### src/rtl/mem_stage_pkg.sv
// Shared definitions for the memory-access stage: FSM states, load/store
// ALU_Control codes (common with decode/EXE) and access-width helpers.
package mem_stage_pkg;

  typedef enum logic {
    ST_IDLE   = 1'b0,
    ST_ACCESS = 1'b1
  } mem_state_t;

  typedef enum logic [1:0] {
    W_BYTE = 2'd0,
    W_HALF = 2'd1,
    W_WORD = 2'd2
  } mem_width_t;

  localparam logic [5:0] OP_LB  = 6'h20;
  localparam logic [5:0] OP_LH  = 6'h21;
  localparam logic [5:0] OP_LW  = 6'h23;
  localparam logic [5:0] OP_LBU = 6'h24;
  localparam logic [5:0] OP_LHU = 6'h25;
  localparam logic [5:0] OP_SB  = 6'h28;
  localparam logic [5:0] OP_SH  = 6'h29;
  localparam logic [5:0] OP_SW  = 6'h2B;

  // Unknown codes on a memory op fall back to a full-word access.
  function automatic mem_width_t op_width(input logic [5:0] op);
    case (op)
      OP_LB, OP_LBU, OP_SB: return W_BYTE;
      OP_LH, OP_LHU, OP_SH: return W_HALF;
      default:              return W_WORD;
    endcase
  endfunction

  function automatic logic op_signed(input logic [5:0] op);
    return (op == OP_LB) || (op == OP_LH);
  endfunction

  function automatic logic misaligned(input mem_width_t w, input logic [1:0] lo);
    case (w)
      W_HALF:  return lo[0];
      W_WORD:  return |lo;
      default: return 1'b0;
    endcase
  endfunction

  function automatic int cnt_width(input int t);
    return ($clog2(t + 1) > 8) ? $clog2(t + 1) : 8;
  endfunction

endpackage

### src/rtl/mem_stage_load_store_align.sv
// Combinational lane logic: byte enables and replicated store data on the
// way out, lane extraction with sign/zero extension on the way back.
module load_store_align
  import mem_stage_pkg::*;
#(
  parameter bit ENDIAN_BIG = 1'b1
) (
  input  mem_width_t  st_width_i,
  input  logic [1:0]  st_addr_lo_i,
  input  logic [31:0] st_data_i,
  output logic [3:0]  st_be_o,
  output logic [31:0] st_wdata_o,
  input  mem_width_t  ld_width_i,
  input  logic        ld_signed_i,
  input  logic [1:0]  ld_addr_lo_i,
  input  logic [31:0] ld_rdata_i,
  output logic [31:0] ld_data_o
);

  logic [4:0]  shamt;
  logic [31:0] shifted;

  always_comb begin
    st_be_o    = 4'b1111;
    st_wdata_o = st_data_i;
    case (st_width_i)
      W_BYTE: begin
        st_wdata_o = {4{st_data_i[7:0]}};
        st_be_o    = ENDIAN_BIG ? (4'b1000 >> st_addr_lo_i) : (4'b0001 << st_addr_lo_i);
      end
      W_HALF: begin
        st_wdata_o = {2{st_data_i[15:0]}};
        st_be_o    = ENDIAN_BIG ? (4'b1100 >> st_addr_lo_i) : (4'b0011 << st_addr_lo_i);
      end
      default: ;
    endcase
  end

  // Shift the addressed lane down to bit 0; big-endian puts byte 0 at the top.
  always_comb begin
    shamt = 5'd0;
    case (ld_width_i)
      W_BYTE:  shamt = ENDIAN_BIG ? {~ld_addr_lo_i, 3'b000} : {ld_addr_lo_i, 3'b000};
      W_HALF:  shamt = ENDIAN_BIG ? {~ld_addr_lo_i[1], 4'b0000} : {ld_addr_lo_i[1], 4'b0000};
      default: shamt = 5'd0;
    endcase
    shifted   = ld_rdata_i >> shamt;
    ld_data_o = shifted;
    case (ld_width_i)
      W_BYTE:  ld_data_o = {{24{ld_signed_i & shifted[7]}}, shifted[7:0]};
      W_HALF:  ld_data_o = {{16{ld_signed_i & shifted[15]}}, shifted[15:0]};
      default: ;
    endcase
  end

endmodule

### src/rtl/mem_stage.sv
// Memory-access pipeline stage: aligned loads/stores over a req/ack data
// memory port, upstream stall while outstanding, registered WB payload.
module mem_stage
  import mem_stage_pkg::*;
#(
  parameter bit ENDIAN_BIG  = 1'b1,
  parameter int ACK_TIMEOUT = 255
) (
  input  logic        CLK,
  input  logic        RESET,
  input  logic [31:0] Instr1_IN,
  input  logic [31:0] Instr1_PC_IN,
  input  logic [31:0] ALU_result1_IN,
  input  logic [4:0]  WriteRegister1_IN,
  input  logic [31:0] MemWriteData1_IN,
  input  logic        RegWrite1_IN,
  input  logic        MemRead1_IN,
  input  logic        MemWrite1_IN,
  input  logic [5:0]  ALU_Control1_IN,
  output logic        Stall_OUT,
  output logic        DMem_Req,
  output logic        DMem_We,
  output logic [31:0] DMem_Addr,
  output logic [31:0] DMem_WData,
  output logic [3:0]  DMem_BE,
  input  logic        DMem_Ack,
  input  logic [31:0] DMem_RData,
  output logic [31:0] Instr1_OUT,
  output logic [31:0] Instr1_PC_OUT,
  output logic [31:0] WriteData1_OUT,
  output logic [4:0]  WriteRegister1_OUT,
  output logic        RegWrite1_OUT,
  output logic        MemFault1_OUT,
  output logic [4:0]  BypassReg1_MEMEXE,
  output logic [31:0] BypassData1_MEMEXE,
  output logic        BypassValid1_MEMEXE,
  output mem_state_t  Dbg_State_OUT
);

  localparam int CNT_W = cnt_width(ACK_TIMEOUT);
  localparam logic [CNT_W-1:0] TO_LAST = CNT_W'(ACK_TIMEOUT - 1);

  mem_state_t       state_q;
  logic [CNT_W-1:0] cnt_q, cnt_d;
  logic [31:0]      addr_q, wdata_q, instr_q, pc_q;
  logic [3:0]       be_q;
  logic             we_q, sign_q, rw_q;
  mem_width_t       width_q;
  logic [4:0]       wreg_q;
  logic [31:0]      instr_out_q, pc_out_q, wb_data_q;
  logic [4:0]       wb_reg_q;
  logic             wb_rw_q, fault_q;

  mem_width_t  in_width;
  logic        in_is_mem, in_misal, in_rw, timeout;
  logic [3:0]  st_be;
  logic [31:0] st_wdata, ld_data;

  always_comb begin
    in_width  = op_width(ALU_Control1_IN);
    in_is_mem = MemRead1_IN | MemWrite1_IN;
    in_misal  = misaligned(in_width, ALU_result1_IN[1:0]);
    in_rw     = RegWrite1_IN && (WriteRegister1_IN != 5'd0);
    timeout   = (state_q == ST_ACCESS) && (cnt_q == TO_LAST) && !DMem_Ack;
    cnt_d     = cnt_q + CNT_W'(1);
  end

  load_store_align #(.ENDIAN_BIG(ENDIAN_BIG)) u_align (
    .st_width_i  (in_width),
    .st_addr_lo_i(ALU_result1_IN[1:0]),
    .st_data_i   (MemWriteData1_IN),
    .st_be_o     (st_be),
    .st_wdata_o  (st_wdata),
    .ld_width_i  (width_q),
    .ld_signed_i (sign_q),
    .ld_addr_lo_i(addr_q[1:0]),
    .ld_rdata_i  (DMem_RData),
    .ld_data_o   (ld_data)
  );

  // Data memory handshake: DMem_Req stays high for every ACCESS cycle with
  // address/data/BE/We stable; the access completes in the cycle DMem_Ack is
  // high (RData valid then). Ack outside ACCESS has no effect.
  always_ff @(posedge CLK or posedge RESET) begin
    if (RESET) begin
      state_q     <= ST_IDLE;
      cnt_q       <= '0;
      addr_q      <= '0;
      wdata_q     <= '0;
      instr_q     <= '0;
      pc_q        <= '0;
      be_q        <= '0;
      we_q        <= 1'b0;
      sign_q      <= 1'b0;
      rw_q        <= 1'b0;
      width_q     <= W_BYTE;
      wreg_q      <= '0;
      instr_out_q <= '0;
      pc_out_q    <= '0;
      wb_data_q   <= '0;
      wb_reg_q    <= '0;
      wb_rw_q     <= 1'b0;
      fault_q     <= 1'b0;
    end else begin
      fault_q <= 1'b0;
      case (state_q)
        ST_IDLE: begin
          if (in_is_mem) begin
            wb_rw_q <= 1'b0;
            if (in_misal) begin
              fault_q <= 1'b1;
            end else begin
              state_q <= ST_ACCESS;
              cnt_q   <= '0;
              addr_q  <= ALU_result1_IN;
              wdata_q <= st_wdata;
              be_q    <= st_be;
              we_q    <= MemWrite1_IN;
              width_q <= in_width;
              sign_q  <= op_signed(ALU_Control1_IN);
              rw_q    <= in_rw;
              wreg_q  <= WriteRegister1_IN;
              instr_q <= Instr1_IN;
              pc_q    <= Instr1_PC_IN;
            end
          end else begin
            instr_out_q <= Instr1_IN;
            pc_out_q    <= Instr1_PC_IN;
            wb_data_q   <= ALU_result1_IN;
            wb_reg_q    <= WriteRegister1_IN;
            wb_rw_q     <= in_rw;
          end
        end
        ST_ACCESS: begin
          if (DMem_Ack) begin
            state_q     <= ST_IDLE;
            instr_out_q <= instr_q;
            pc_out_q    <= pc_q;
            wb_reg_q    <= wreg_q;
            if (we_q) begin
              wb_rw_q <= 1'b0;
            end else begin
              wb_data_q <= ld_data;
              wb_rw_q   <= rw_q;
            end
          end else if (timeout) begin
            state_q <= ST_IDLE;
            fault_q <= 1'b1;
            wb_rw_q <= 1'b0;
          end else begin
            cnt_q <= cnt_d;
          end
        end
        default: state_q <= ST_IDLE;
      endcase
    end
  end

  assign Stall_OUT           = (state_q == ST_ACCESS) && !DMem_Ack && !timeout;
  assign DMem_Req            = (state_q == ST_ACCESS);
  assign DMem_We             = DMem_Req && we_q;
  assign DMem_Addr           = {addr_q[31:2], 2'b00};
  assign DMem_WData          = wdata_q;
  assign DMem_BE             = be_q;
  assign Instr1_OUT          = instr_out_q;
  assign Instr1_PC_OUT       = pc_out_q;
  assign WriteData1_OUT      = wb_data_q;
  assign WriteRegister1_OUT  = wb_reg_q;
  assign RegWrite1_OUT       = wb_rw_q;
  assign MemFault1_OUT       = fault_q;
  assign BypassReg1_MEMEXE   = wb_reg_q;
  assign BypassData1_MEMEXE  = wb_data_q;
  assign BypassValid1_MEMEXE = wb_rw_q;
  assign Dbg_State_OUT       = state_q;

endmodule

### config.mk
export PLATFORM = sky130hd
export DESIGN_NAME = mem_stage
export DESIGN_NICKNAME = d
export VERILOG_FILES = /design/src/rtl/mem_stage_pkg.sv /design/src/rtl/mem_stage_load_store_align.sv /design/src/rtl/mem_stage.sv
export SDC_FILE = /design/constraint.sdc
export NUM_CORES = 1
export LEC_CHECK = 0
export ABC_AREA = 1
export CAP_MARGIN = 20
export CORE_UTILIZATION = 50
export DETAILED_ROUTE_END_ITERATION = 16
export PLACE_DENSITY = 0.95
export SYNTH_ARGS = -nofsm -noshare
export SYNTH_HDL_FRONTEND = slang
export SYNTH_SLANG_ARGS = --single-unit
### constraint.sdc
create_clock -name CLK -period 21 [get_ports CLK]
set_clock_uncertainty 0.1 [all_clocks]
set_input_delay 2.1 -clock CLK [delete_from_list [all_inputs] [get_ports CLK]]
set_output_delay 2.1 -clock CLK [all_outputs]
set_load 0.005 [all_outputs]
After elaboration in Yosys (flattened, before gate mapping)
Index checks and enable logic that the tools add are counted.
{"block": "op_classes", "add_sub_neg": 1, "eq_ne": 18, "n_shift": 3, "n_mux": 39, "n_bitwise": 7, "n_reduce_logical": 19}
{"cell": "one-hot mux 32 bit (2 select lines)", "n": 5}
{"cell": "two-way mux 32 bit", "n": 7}
{"cell": "equality test 6 bit (second input constant)", "n": 6}
{"cell": "two-way mux 8 bit", "n": 4}
{"cell": "right shift 32 x 5 -> 32 bit", "n": 1}
{"cell": "one-hot mux 5 bit (2 select lines)", "n": 2}
{"cell": "one-hot mux 8 bit (2 select lines)", "n": 1}
{"cell": "!= test 2 bit (second input constant)", "n": 7}
{"cell": "two-way mux 1 bit", "n": 12}
{"cell": "two-way mux 5 bit", "n": 2}
{"cell": "adder 8 x 1 -> 8 bit (second input constant)", "n": 1}
{"cell": "equality test 8 bit (second input constant)", "n": 1}
{"cell": "one-hot mux 1 bit (2 select lines)", "n": 4}
{"cell": "one-hot mux 4 bit (2 select lines)", "n": 1}
{"cell": "right shift 4 x 2 -> 4 bit (first input constant)", "n": 2}
{"cell": "logical AND 1 bit", "n": 6}
{"cell": "AND reduction 3 bit", "n": 2}
{"cell": "OR reduction 3 bit", "n": 2}
{"cell": "nonzero test 5 bit", "n": 1}
{"cell": "equality test 2 x 1 -> 1 bit (second input constant)", "n": 2}
{"cell": "zero test 2 bit", "n": 2}
{"cell": "one-hot mux 2 bit (2 select lines)", "n": 1}
{"cell": "AND reduction 4 bit", "n": 1}
{"cell": "!= test 3 x 2 -> 1 bit (second input constant)", "n": 1}
{"cell": "other kinds (9)", "n": 13}
{"block": "word_totals", "register_bits": 254, "inputBits": 177, "output_inout_bits": 213, "wordCells": 105}

Logic depth before layout (Yosys ltp)
{"block": "depth", "word_depth": 8, "ltp_mapped": 11}

Hierarchy
From an unflattened synthesis, not the netlist that was laid out.
{"block": "hier_totals", "hier_cells": 1597, "area_unflattened_um2": 13249.0}
{"module": "mem_stage", "instances": 1, "cells_per_inst": 1333, "area_each_um2": 11933.9, "seq_area_each_um2": 6356.1}
{"module": "load_store_align", "instances": 1, "cells_per_inst": 264, "area_each_um2": 1315.0, "seq_area_each_um2": 0.0}

Worst setup path before layout
OpenSTA, ideal clock, no wires.
{"block": "synth_timing", "path_kind": "input to output", "from": "input DMem_Ack", "to": "output Stall_OUT", "arrival_time_ps": 2440, "t_required_ps": 18800, "setup_slack_ps": 16360, "path_stages": 3, "path_buffers": 0, "path_cell_list": "nand3b_1 nand2_2 inv_1"}
{"block": "synth_between", "elab_chain_cells": 4}
{"item": "start, declared", "line": "mem_stage.sv:26", "rtl": "input logic DMem_Ack,"}
{"item": "zero test 1 bit (*)", "line": "mem_stage.sv:64, mem_stage.sv:159"}
{"item": "logical AND 1 bit", "line": "mem_stage.sv:64", "rtl": "timeout = (state_q == ST_ACCESS) && (cnt_q == TO_LAST) && !DMem_Ack;"}
{"item": "zero test 1 bit", "line": "mem_stage.sv:159", "rtl": "assign Stall_OUT = (state_q == ST_ACCESS) && !DMem_Ack && !timeout;"}
{"item": "logical AND 1 bit (*)", "line": "mem_stage.sv:159"}
{"item": "end, declared", "line": "mem_stage.sv:20", "rtl": "output logic Stall_OUT,"}
Every way passes the cells marked *; elsewhere a longest branch is shown, timed or not.

Worst setup path in the final report
Ends and elaborated chain as after synthesis.

==> impl_metrics.toml <==
[power_and_ir_drop]
leakage_nw = 8.04
intPower_w = 0.00127
sw_frac_of_total_pct = 31.6
clkPwrFrac_pct = 27.5
vdd_drop_max_mv = 0.0660
p_comb_share_pct = 32.9
power.density_nw_per_um2 = 111
power_w = 0.00186
seq_power_share_pct = 39.6
switchingPower_w = 0.000587

[finish]
area_delta_synth_final_pct = 34.7
num_antenna_cells = 0
drive_gt1_share_pct = 4.16
fin_nets = 2032

[clock_tree]
insertion_delay_ns = 0.54
htreeDepth = 1
hold_buffers = 0
clockBufferDepth = 3
cts-root-buf = "clkbuf_16"
cts.sinks = 254
cts_resized = 0
post_cts_buffers = 0
cts_tree = "done"
cts_buffers = 28
clk_pin_slew_worst_paths_ns = 0.06

[sta]
finalHoldViolCount = 0
hold_ws_ns = 0.379
fin_tns_setup_ns = 0
fin_crit_ns = 5.70
rsz0062_at_grt = "no"
relSlewSlack_pct = 29.5
maxSlewViolCount = 0
worstMarginPinSlew_ns = 1.06
finalSetupViolations = 0
fmax_mhz = 175
period_share_pct = 27.2

[global_routing]
grt_pass1_vias = 11700
grt_overflow = 0
grt_max_degree = 121
grt_first_pass_wirelength_um = 60100
grtUsageTotal_pct = 29.1
antenna_found_initial = 0

[setup_path]
critPathCaptureType = "primary output"
crit_end = "Stall_OUT"
crit_fanout = 5
worstPathCellList = "clkdlybuf4s50_1 > nand3b_1 > nand2_2 > inv_1 > clkdlybuf4s50_1"
cp.arrival_ns = 3.50
startpoint = "DMem_Ack"
crit_buf_inv = 3
r2r-start = "width_q[1]$_DFFE_PP0P_"
ff2ff_path_depth = 8
crit_cells = 5
r2r-end = "BypassData1_MEMEXE[23]$_DFFE_PP0P_"
cpPeakStageDelay_ns = 0.54
rrSetupSlack_ns = 17.81
worstPathRequired_ns = 18.80
path_delay_family = "buffers and inverters"
crit_path_frequent_cell = "clkdlybuf4s50_1"
crit_path_top_delay_cell = "clkdlybuf4s50_1"
start_kind = "primary input"
crit_type = "primary input to primary output"

[logic_synthesis]
synth-seq-cells = 254
yosys.cell_types.count = 33
avgSynthCellArea_um2 = 7.85
synth_enable_flop_cells = 0
syn_inst = 1590
ys_async_sr_fraction_pct = 100
seq_area_frac_synth_pct = 50.9
ys.flop_type = "dfrtp_1"
syn_area_um2 = 12500
yosys_warnings = 0

[hold_path]
hold_path_class = "flip-flop to flip-flop"

[floorplanning]
io-pin-count = 390
die_h_um = 160
die_w_um = 160
fp.coreArea_um2 = 24400
die_area_um2 = 25600
row_count = 57
start_util_pct = 51.2

[route]
wl_um = 37800
num_vias = 11900
ant_nets = 0
drcViolationCount = 0
drt-pass1-iter-count = 5
wl_per_cell_um = 17.2
dr.first_iter.drc_count = 1170
viasPerCell = 5.43

[placement]
hpwlAfterDp_um = 26000
place_congestion = 0.900
io_buffers = 387

[job]
cap_violations = 0

[status]
status = "complete, no violations"
logic make-up after synthesis:
logic type / after synthesis / synth area share (%)
simple gates: 855 / 27.4
buf+inv: 263 / 11.6
flops: 254 / 50.9
compound gates: 211 / 9.62
xor+xnor: 4 / 0.281
fa+ha+maj: 2 / 0.200
other cells: 1 / 0.0300
Yosys cell counts (15+ instances only):
library cell    n  area, um^2
nand2_1       666        2500
dfrtp_1       254        6360
inv_1          92         345
nor2_1         89         334
buf_4          85         638
nand3_1        81         405
a31oi_1        69         432
o21ai_0        52         260
a21oi_1        51         255
buf_2          37         185
clkbuf_1       26        97.6
o211ai_1       23         173
o21ai_1        15        75.1
flip-flops by register name, indices dropped and copies added (netlist names):
signal / count
BypassData1_MEMEXE: 32
BypassReg1_MEMEXE: 5
BypassValid1_MEMEXE: 1
DMem_BE: 4
DMem_Req: 1
DMem_WData: 32
Instr1_OUT: 32
Instr1_PC_OUT: 32
MemFault1_OUT: 1
addr_q: 32
cnt_q: 8
instr_q: 32
pc_q: 32
rw_q: 1
sign_q: 1
we_q: 1
width_q: 2
wreg_q: 5
final cells by class:
cell class | count | area, um^2
clock buffer | 39 | 782
sequential | 254 | 6360
fill | 1799 | 7580
clock inverter | 12 | 180
timing repair buffer | 398 | 4020
inverter | 97 | 374
tap | 324 | 405
multi-input combinational | 1074 | 4690
worst min path at each step:
stage / startpoint / to / slack, ns / cells past startpoint
floorplan: instr_q[0]$_DFFE_PP0P_ / instr_q[0]$_DFFE_PP0P_ / 0.35 / 2
CTS: pc_q[4]$_DFFE_PP0P_ / pc_q[4]$_DFFE_PP0P_ / 0.38 / 2
global route: pc_q[4]$_DFFE_PP0P_ / pc_q[4]$_DFFE_PP0P_ / 0.40 / 2
finish: instr_q[22]$_DFFE_PP0P_ / instr_q[22]$_DFFE_PP0P_ / 0.38 / 2
detailed placement: pc_q[4]$_DFFE_PP0P_ / pc_q[4]$_DFFE_PP0P_ / 0.37 / 2
global placement: instr_q[9]$_DFFE_PP0P_ / instr_q[9]$_DFFE_PP0P_ / 0.36 / 2
cells in the final DEF, fill, tap and decap left out, types with 4 or more instances in the layout:
| cell | n |
|---|---|
| o21ai_0 | 52 |
| inv_1 | 90 |
| nand3_1 | 81 |
| clkbuf_16 | 28 |
| nor2_1 | 89 |
| clkdlybuf4s50_1 | 387 |
| nand2_1 | 665 |
| nand3_2 | 4 |
| a21oi_1 | 51 |
| clkbuf_1 | 7 |
| clkbuf_8 | 4 |
| o21ai_1 | 15 |
| bufinv_16 | 4 |
| a31oi_1 | 69 |
| nand2_2 | 4 |
| clkinv_2 | 4 |
| o211ai_1 | 23 |
| dfrtp_1 | 253 |
| inv_2 | 5 |
| buf_4 | 8 |
power by group through the flow:
| stage | clock [W] | combinational [W] | sequential (W) |
|---|---|---|---|
| after global placement | 0 | 0.000582 | 0.000729 |
| after floorplan | 0 | 0.000313 | 0.000714 |
| final | 0.000511 | 0.000612 | 0.000735 |
| after global routing | 0.000540 | 0.000666 | 0.000748 |
| after detailed placement | 0 | 0.000606 | 0.000735 |
| after CTS | 0.000518 | 0.000612 | 0.000731 |
per-layer routing:
layer | routed length, um | vias to the layer above | global-route usage, %
met4 | 1840 | 0 | 14.1
met3 | 2830 | 128 | 4.81
met5 | 0 | - | 0
met2 | 18800 | 617 | 49.9
met1 | 14400 | 5708 | 35.8
li1 | - | 5491 | -
per-stage QoR:
| stage | area (um^2) | instances | setup slack, ns | util, % |
|---|---|---|---|---|
| after global placement | 15800 | 2144 | 14.93 | 64.6 |
| after global routing | 16800 | 2198 | 15.26 | 68.9 |
| after CTS | 16700 | 2195 | 15.31 | 68.6 |
| final | 16800 | 2198 | 15.30 | 68.9 |
| after floorplan | 12500 | 1591 | 11.82 | - |
| after detailed placement | 15800 | 2144 | 14.80 | 64.6 |
worst register-to-register path, stage by stage (launching register included):
cell and delay (ns):
dfrtp_1 0.69, nor2_4 0.60, nand2_2 0.49, nand2_1 0.19
nand3_1 0.13, nand3_2 0.39, nand3_1 0.31, nand2_1 0.13
nand2_1 0.05
No activity file was read; power rests on OpenSTA's default activity.
